--- config.mk ---
export PLATFORM = sky130hd
export DESIGN_NAME = group_dispatcher
export DESIGN_NICKNAME = d
export VERILOG_FILES = /design/src/rtl/group_dispatcher_pkg.sv /design/src/rtl/group_result_fifo.sv /design/src/rtl/group_dispatcher.sv
export SDC_FILE = /design/constraint.sdc
export NUM_CORES = 1
export LEC_CHECK = 0
export ABC_AREA = 1
export CAP_MARGIN = 20
export CORE_MARGIN = 1.5
export CORE_UTILIZATION = 45
export DETAILED_ROUTE_END_ITERATION = 12
export PLACE_DENSITY = 0.78
export SLEW_MARGIN = 5
export SYNTH_ARGS = -nofsm -noshare
export SYNTH_HDL_FRONTEND = slang
export SYNTH_HIERARCHICAL = 1
export SYNTH_SLANG_ARGS = --single-unit
--- constraint.sdc ---
create_clock -name clk_i -period 2.9 [get_ports clk_i]
set_input_delay 0.29 -clock clk_i [delete_from_list [all_inputs] [get_ports clk_i]]
set_output_delay 0.29 -clock clk_i [all_outputs]
set_load 0.01 [all_outputs]
--- src/rtl/group_dispatcher_pkg.sv ---
// Shared widths and helpers for the coprocessor group dispatcher and its per-group result buffers.
package group_dispatcher_pkg;

  localparam int unsigned X_ID_WIDTH = 4;

  // Width of a per-group credit counter that must hold 0..max_outstanding.
  function automatic int unsigned cnt_width(input int unsigned max_outstanding);
    return $clog2(max_outstanding + 1);
  endfunction

  // Index width that stays legal for a single-entry range.
  function automatic int unsigned idx_width(input int unsigned n);
    return (n > 1) ? $clog2(n) : 1;
  endfunction

endpackage

--- src/rtl/group_result_fifo.sv ---
// Per-group ID FIFO plus tagged result FIFO; reports occupancy (credits) and done-without-ID errors.
module group_result_fifo
  import group_dispatcher_pkg::*;
#(
  parameter int unsigned  Depth    = 2,
  parameter int unsigned  OutWidth = 64,
  parameter int unsigned  IdWidth  = X_ID_WIDTH,
  localparam int unsigned CntW     = cnt_width(Depth)
) (
  input  logic                clk_i,
  input  logic                rst_ni,
  input  logic                flush_i,
  input  logic                push_i,
  input  logic [IdWidth-1:0]  id_i,
  input  logic                done_i,
  input  logic [OutWidth-1:0] data_i,
  input  logic                pop_i,
  output logic                res_valid_o,
  output logic [OutWidth-1:0] res_data_o,
  output logic [IdWidth-1:0]  res_id_o,
  output logic [CntW-1:0]     cnt_o,
  output logic                err_o
);

  localparam int unsigned PtrW = idx_width(Depth);

  typedef struct packed {
    logic [OutWidth-1:0] out_data;
    logic [IdWidth-1:0]  instr_id;
  } group_result_t;

  logic [IdWidth-1:0] id_mem_q  [Depth];
  group_result_t      res_mem_q [Depth];
  logic [PtrW-1:0]    id_wr_q, id_rd_q, res_wr_q, res_rd_q;
  logic [CntW-1:0]    id_cnt_q, res_cnt_q;
  logic               err_q;
  logic               done_ok, done_err;

  function automatic logic [PtrW-1:0] ptr_inc(input logic [PtrW-1:0] p);
    return (p == PtrW'(Depth - 1)) ? '0 : p + 1'b1;
  endfunction

  // Dones during a flush belong to killed work and are silently dropped.
  assign done_ok  = done_i && !flush_i && (id_cnt_q != '0);
  assign done_err = done_i && !flush_i && (id_cnt_q == '0);

  always_ff @(posedge clk_i or negedge rst_ni) begin
    if (!rst_ni) begin
      for (int unsigned i = 0; i < Depth; i++) begin
        id_mem_q[i]  <= '0;
        res_mem_q[i] <= '0;
      end
      id_wr_q   <= '0;
      id_rd_q   <= '0;
      res_wr_q  <= '0;
      res_rd_q  <= '0;
      id_cnt_q  <= '0;
      res_cnt_q <= '0;
    end else if (flush_i) begin
      id_wr_q   <= '0;
      id_rd_q   <= '0;
      res_wr_q  <= '0;
      res_rd_q  <= '0;
      id_cnt_q  <= '0;
      res_cnt_q <= '0;
    end else begin
      if (push_i) begin
        id_mem_q[id_wr_q] <= id_i;
        id_wr_q           <= ptr_inc(id_wr_q);
      end
      if (done_ok) begin
        res_mem_q[res_wr_q] <= '{out_data: data_i, instr_id: id_mem_q[id_rd_q]};
        res_wr_q            <= ptr_inc(res_wr_q);
        id_rd_q             <= ptr_inc(id_rd_q);
      end
      if (pop_i) begin
        res_rd_q <= ptr_inc(res_rd_q);
      end
      id_cnt_q  <= id_cnt_q + CntW'(push_i) - CntW'(done_ok);
      res_cnt_q <= res_cnt_q + CntW'(done_ok) - CntW'(pop_i);
    end
  end

  // Sticky until reset; a flush does not clear it.
  always_ff @(posedge clk_i or negedge rst_ni) begin
    if (!rst_ni) begin
      err_q <= 1'b0;
    end else if (done_err) begin
      err_q <= 1'b1;
    end
  end

  assign res_valid_o = (res_cnt_q != '0);
  assign res_data_o  = res_mem_q[res_rd_q].out_data;
  assign res_id_o    = res_mem_q[res_rd_q].instr_id;
  assign cnt_o       = id_cnt_q + res_cnt_q;
  assign err_o       = err_q;

endmodule

--- src/rtl/group_dispatcher.sv ---
// Credit-based dispatcher to NumGroup execution groups with tagged result buffering and
// round-robin writeback whose grant is held while the core stalls.
module group_dispatcher
  import group_dispatcher_pkg::*;
#(
  parameter int unsigned NumGroup                  = 4,
  parameter int unsigned OpcodeWidth               = 6,
  parameter int unsigned OutWidth                  = 64,
  parameter int unsigned IdWidth                   = X_ID_WIDTH,
  parameter int unsigned MaxOutstanding            = 2,
  parameter int unsigned OpcodeBound [NumGroup+1]  = '{0, 8, 16, 24, 32}
) (
  input  logic                               clk_i,
  input  logic                               rst_ni,
  input  logic                               flush_i,
  input  logic                               exec_i,
  input  logic [OpcodeWidth-1:0]             opcode_i,
  input  logic [IdWidth-1:0]                 instr_id_i,
  input  logic                               fill_vld_i,
  input  logic                               pick_vld_i,
  output logic                               accept_o,
  output logic                               invalid_instr_o,
  output logic [NumGroup-1:0]                grp_exec_o,
  output logic [NumGroup-1:0]                grp_fill_vld_o,
  output logic                               grp_flush_o,
  input  logic [NumGroup-1:0]                grp_done_i,
  input  logic [NumGroup-1:0][OutWidth-1:0]  grp_out_data_i,
  output logic [OutWidth-1:0]                pick_data_o,
  output logic                               wb_valid_o,
  input  logic                               wb_ready_i,
  output logic [OutWidth-1:0]                wb_data_o,
  output logic [IdWidth-1:0]                 wb_id_o,
  output logic                               err_o
);

  localparam int unsigned IdxW = idx_width(NumGroup);
  localparam int unsigned CntW = cnt_width(MaxOutstanding);

  logic [NumGroup-1:0] hit, res_valid, pop, fifo_err;
  logic [IdxW-1:0]     grp_idx, gnt, gnt_q, rr_q;
  logic                any_hit, lock_q, found, wb_hs;
  logic [OutWidth-1:0] res_data [NumGroup];
  logic [IdWidth-1:0]  res_id   [NumGroup];
  logic [CntW-1:0]     cnt      [NumGroup];
  logic                unused_pick_vld;

  // Opcode range decode.
  always_comb begin
    hit     = '0;
    grp_idx = '0;
    for (int unsigned g = 0; g < NumGroup; g++) begin
      if ((32'(opcode_i) >= OpcodeBound[g]) && (32'(opcode_i) < OpcodeBound[g+1])) begin
        hit[g]  = 1'b1;
        grp_idx = IdxW'(g);
      end
    end
  end

  assign any_hit         = |hit;
  assign invalid_instr_o = !any_hit;
  assign accept_o        = exec_i && any_hit && !flush_i &&
                           (cnt[grp_idx] < CntW'(MaxOutstanding));
  assign grp_exec_o      = {NumGroup{accept_o}} & hit;
  assign grp_fill_vld_o  = {NumGroup{fill_vld_i}} & hit;
  assign grp_flush_o     = flush_i;

  // Pick is a plain mux of the decoded group's output; the strobe only qualifies it for the core.
  assign pick_data_o     = any_hit ? grp_out_data_i[grp_idx] : '0;
  assign unused_pick_vld = pick_vld_i;

  for (genvar g = 0; g < NumGroup; g++) begin : gen_grp
    assign pop[g] = wb_hs && (gnt == IdxW'(g));

    group_result_fifo #(
      .Depth    (MaxOutstanding),
      .OutWidth (OutWidth),
      .IdWidth  (IdWidth)
    ) i_fifo (
      .clk_i       (clk_i),
      .rst_ni      (rst_ni),
      .flush_i     (flush_i),
      .push_i      (grp_exec_o[g]),
      .id_i        (instr_id_i),
      .done_i      (grp_done_i[g]),
      .data_i      (grp_out_data_i[g]),
      .pop_i       (pop[g]),
      .res_valid_o (res_valid[g]),
      .res_data_o  (res_data[g]),
      .res_id_o    (res_id[g]),
      .cnt_o       (cnt[g]),
      .err_o       (fifo_err[g])
    );
  end

  // Round-robin from rr_q upward, wrapping; a stalled grant is held via lock_q.
  always_comb begin
    gnt   = gnt_q;
    found = lock_q;
    for (int unsigned i = 0; i < NumGroup; i++) begin
      if (!found && res_valid[i] && (IdxW'(i) >= rr_q)) begin
        gnt   = IdxW'(i);
        found = 1'b1;
      end
    end
    for (int unsigned i = 0; i < NumGroup; i++) begin
      if (!found && res_valid[i]) begin
        gnt   = IdxW'(i);
        found = 1'b1;
      end
    end
  end

  assign wb_valid_o = (|res_valid) && !flush_i;
  assign wb_hs      = wb_valid_o && wb_ready_i;
  assign wb_data_o  = wb_valid_o ? res_data[gnt] : '0;
  assign wb_id_o    = wb_valid_o ? res_id[gnt] : '0;
  assign err_o      = |fifo_err;

  always_ff @(posedge clk_i or negedge rst_ni) begin
    if (!rst_ni) begin
      rr_q   <= '0;
      gnt_q  <= '0;
      lock_q <= 1'b0;
    end else if (flush_i) begin
      rr_q   <= '0;
      gnt_q  <= '0;
      lock_q <= 1'b0;
    end else begin
      lock_q <= wb_valid_o && !wb_ready_i;
      gnt_q  <= gnt;
      if (wb_hs) begin
        rr_q <= (gnt == IdxW'(NumGroup - 1)) ? '0 : gnt + 1'b1;
      end
    end
  end

endmodule

==> results.cfg <==
[global_route]
overflow = 0
grt_pass1_wl_um = 188000
grt_pass1_vias = 32705
grt_start_max_net_pins = 138
grt_antenna_before_repair = 15
track_usage = 0.312

[sta]
fin_crit_ns = 3.40
hold_viol_final = 0
worst_pin_slew_ns = 1.13
setup_ws_ns = -0.499
slew_violations = 0
setup_tns_ns = -30.68
post-route-period-util = 1.17
rsz0062_at_grt = true
finalClockSkew_ns = 0.0249
setup_viol = 76
maxSlewHeadroom = 0.248
fmax_mhz = 294

[synthesis]
ys.flop_type = dfrtp_1
yosysWarningCount = 6
avgSynthCellArea_um2 = 7.94
synth-seq-cells = 617
synth.most_common_cell = nand2_1
synth_enable_flop_cells = 0
yosysSeqAreaShare = 0.453
synth_fp_nets = 4597
synth_top_family_by_area = simple AND/OR/NAND/NOR gates
yosysTopAreaCell = dfrtp_1
synth_mux_area_frac = 0.0898
yosys.area_share.adder = 0.00881
async_flop_share = 1.00
ys_types = 37
synth-simple-area-share = 0.313
synth.top_cell.area_share = 0.453
syn_inst = 4296
synthXorXnorAreaFrac = 0
synth_compound_area_frac = 0.0513
ys_top_cells_by_count = 1,384 x nand2_1, 756 x nand3_1, 617 x dfrtp_1
syn-cell-area_um2 = 34100
ys_top_cells_by_area = dfrtp_1 45%, nand2_1 15%, nand3_1 11%

[worst_setup_path]
end_kind = output pin
path_max_fanout = 8
r2r_cells = 20
r2r-end = gen_grp[0].i_fifo/res_cnt_q[1]
worstReg2RegStart = gen_grp[0].i_fifo/res_cnt_q[0]
critPathKind = reg -> out
reg2reg_slack_ns = -0.28
worstPathArrival_ns = 3.11
start_kind = flip-flop
required_ns = 2.61

[finish]
drive_gt1_frac = 0.192
final_cell_area_um2 = 43700
final_nets = 4986
synthToLayoutAreaGrowth_pct = 28.2

[floorplanning]
ios = 422
die_area_um2 = 77400
initial_core_util = 0.456
coreArea_um2 = 74700
die_w_um = 278
rows = 100
die_height_um = 278

[route]
wl_um = 127000
drc = 0
wire_per_inst_um = 22.3
drt_iter0_drc = 3739
drt_first_pass_iters = 8
viasPerCell = 5.88
routed-via-count = 33577
ant_nets = 0

[clocking]
cts_root_buf = clkbuf_16
clock-sinks = 617
clk_pin_slew_ns = 0.06
cts_tree = yes
htreeDepth = 3
clk_latency_ns = 0.61
cts_buffer_depth = 3
cts_buffers = 69

[power_and_ir_drop]
power.density_nw_per_um2 = 602
p_total_uw = 26300
ir_drop_mv = 0.380
p_leak_uw = 0.0219

[min_path]
hold_class = in -> async

[outcome]
violations = negative setup slack
status = complete, but fails checks

[run]
max_cap_violations = 0

[placed_design]
io_buffers = 417
hpwl_um = 75800
gp_congestion = 0.866
place_area_um2 = 39600
dp_slack_ns = -0.232
placed cells by master (no fill, tap or decap), types with 63 or more instances in the layout:
cell | Yosys | final
clkdlybuf4s50_1 | 0 | 343
nand2_1 | 1384 | 1368
o22ai_1 | 64 | 63
o21ai_0 | 166 | 164
nor2_1 | 182 | 173
nand3_2 | 30 | 93
dfrtp_1 | 617 | 609
mux2_2 | 272 | 272
nand3b_1 | 72 | 72
clkbuf_16 | 0 | 80
buf_4 | 59 | 98
inv_1 | 280 | 273
nand3_1 | 756 | 683
worst max path at each step:
stage	start	endpoint	slack (ns)	cells past startpoint
finish	gen_grp[0].i_fifo/res_cnt_q[0]	wb_data_o[37]	-0.50	16
global route	gen_grp[0].i_fifo/res_cnt_q[0]	wb_data_o[37]	-0.62	16
global placement	gen_grp[0].i_fifo/res_cnt_q[1]	wb_data_o[16]	-0.17	13
detailed placement	gen_grp[0].i_fifo/res_cnt_q[1]	gen_grp[1].i_fifo/res_cnt_q[0]	-0.23	16
floorplan	gen_grp[0].i_fifo/res_cnt_q[1]	gen_grp[1].i_fifo/res_cnt_q[1]	0.05	19
CTS	gen_grp[0].i_fifo/res_cnt_q[1]	wb_data_o[38]	-0.53	16
stage by stage:
stage                     cells  hold slack, ns  utilization
after floorplan            4296        -0.00559            -
after global placement     5509           0.338        0.530
after detailed placement   5509           0.339        0.530
after CTS                  5681           0.274        0.575
after global routing       5710           0.303        0.585
final                      5711           0.288        0.585
critical path: stages (launching register included):
cell      delay [ns]
dfrtp_1         0.38
or2_4           0.28
a21oi_4         0.16
nand2_2         0.09
nor2_4          0.18
nand2_2         0.11
nand2_4         0.11
nand2_8         0.06
buf_6           0.12
buf_12          0.14
buf_8           0.14
buf_16          0.13
buf_12          0.13
nand3b_1        0.10
nand3_2         0.10
a21oi_2         0.12
buf_2           0.15
report_power, final:
group	switching, µW	internal (µW)
Combinational	3390	3000
Sequential	746	9980
Clock	3700	5480
registers in the layout (all words and copies together), names as in the netlist:
register and cells:
gen_grp.i_fifo/id_wr_q 4, gen_grp.i_fifo/id_mem_q 32, lock_q 1, gen_grp.i_fifo/id_rd_q 4
gen_grp.i_fifo/res_cnt_q 8, gen_grp.i_fifo/res_mem_q 544, gnt_q 2, gen_grp.i_fifo/id_cnt_q 8
gen_grp.i_fifo/res_wr_q 4, gen_grp.i_fifo/res_rd_q 4, rr_q 2, gen_grp.i_fifo/err_o 4
final cells by class:
class                           instances  area (µm²)
Clock buffer                           94        2000
Antenna cell                            6        15.0
Fill cell                            6251       31000
Inverter                              293        1110
Tap cell                              969        1210
Multi-Input combinational cell       3068       16600
Sequential cell                       617       15500
Timing Repair Buffer                  636        6940
Clock inverter                         28         352
per-layer routing:
layer,vias to the layer above,track usage,share of wire
li1,14784,-,-
met1,16225,0.399,0.38
met2,2053,0.493,0.46
met3,501,0.0661,0.10
met4,14,0.175,0.060
met5,-,0,0.00078
repair_timing:
item,CTS,global route
pin swaps,76,75
setup buffers,35,17
gates resized for setup,425,116
endpoints found under the hold margin,53,0
hold buffers,1,0
endpoints found under the setup margin,82,82
gates cloned,15,15
kinds of logic (layout without fill, tap and decap cells):
family,after synthesis,in the layout
adder cells (fa/ha/maj),24,24
flip-flops,617,617
other,0,6
multiplexers,272,272
AO/OA/AOI/OAI,325,325
buffers and inverters,611,1051
AND/OR/NAND/NOR,2447,2447
(Power assumes the default switching activity.)
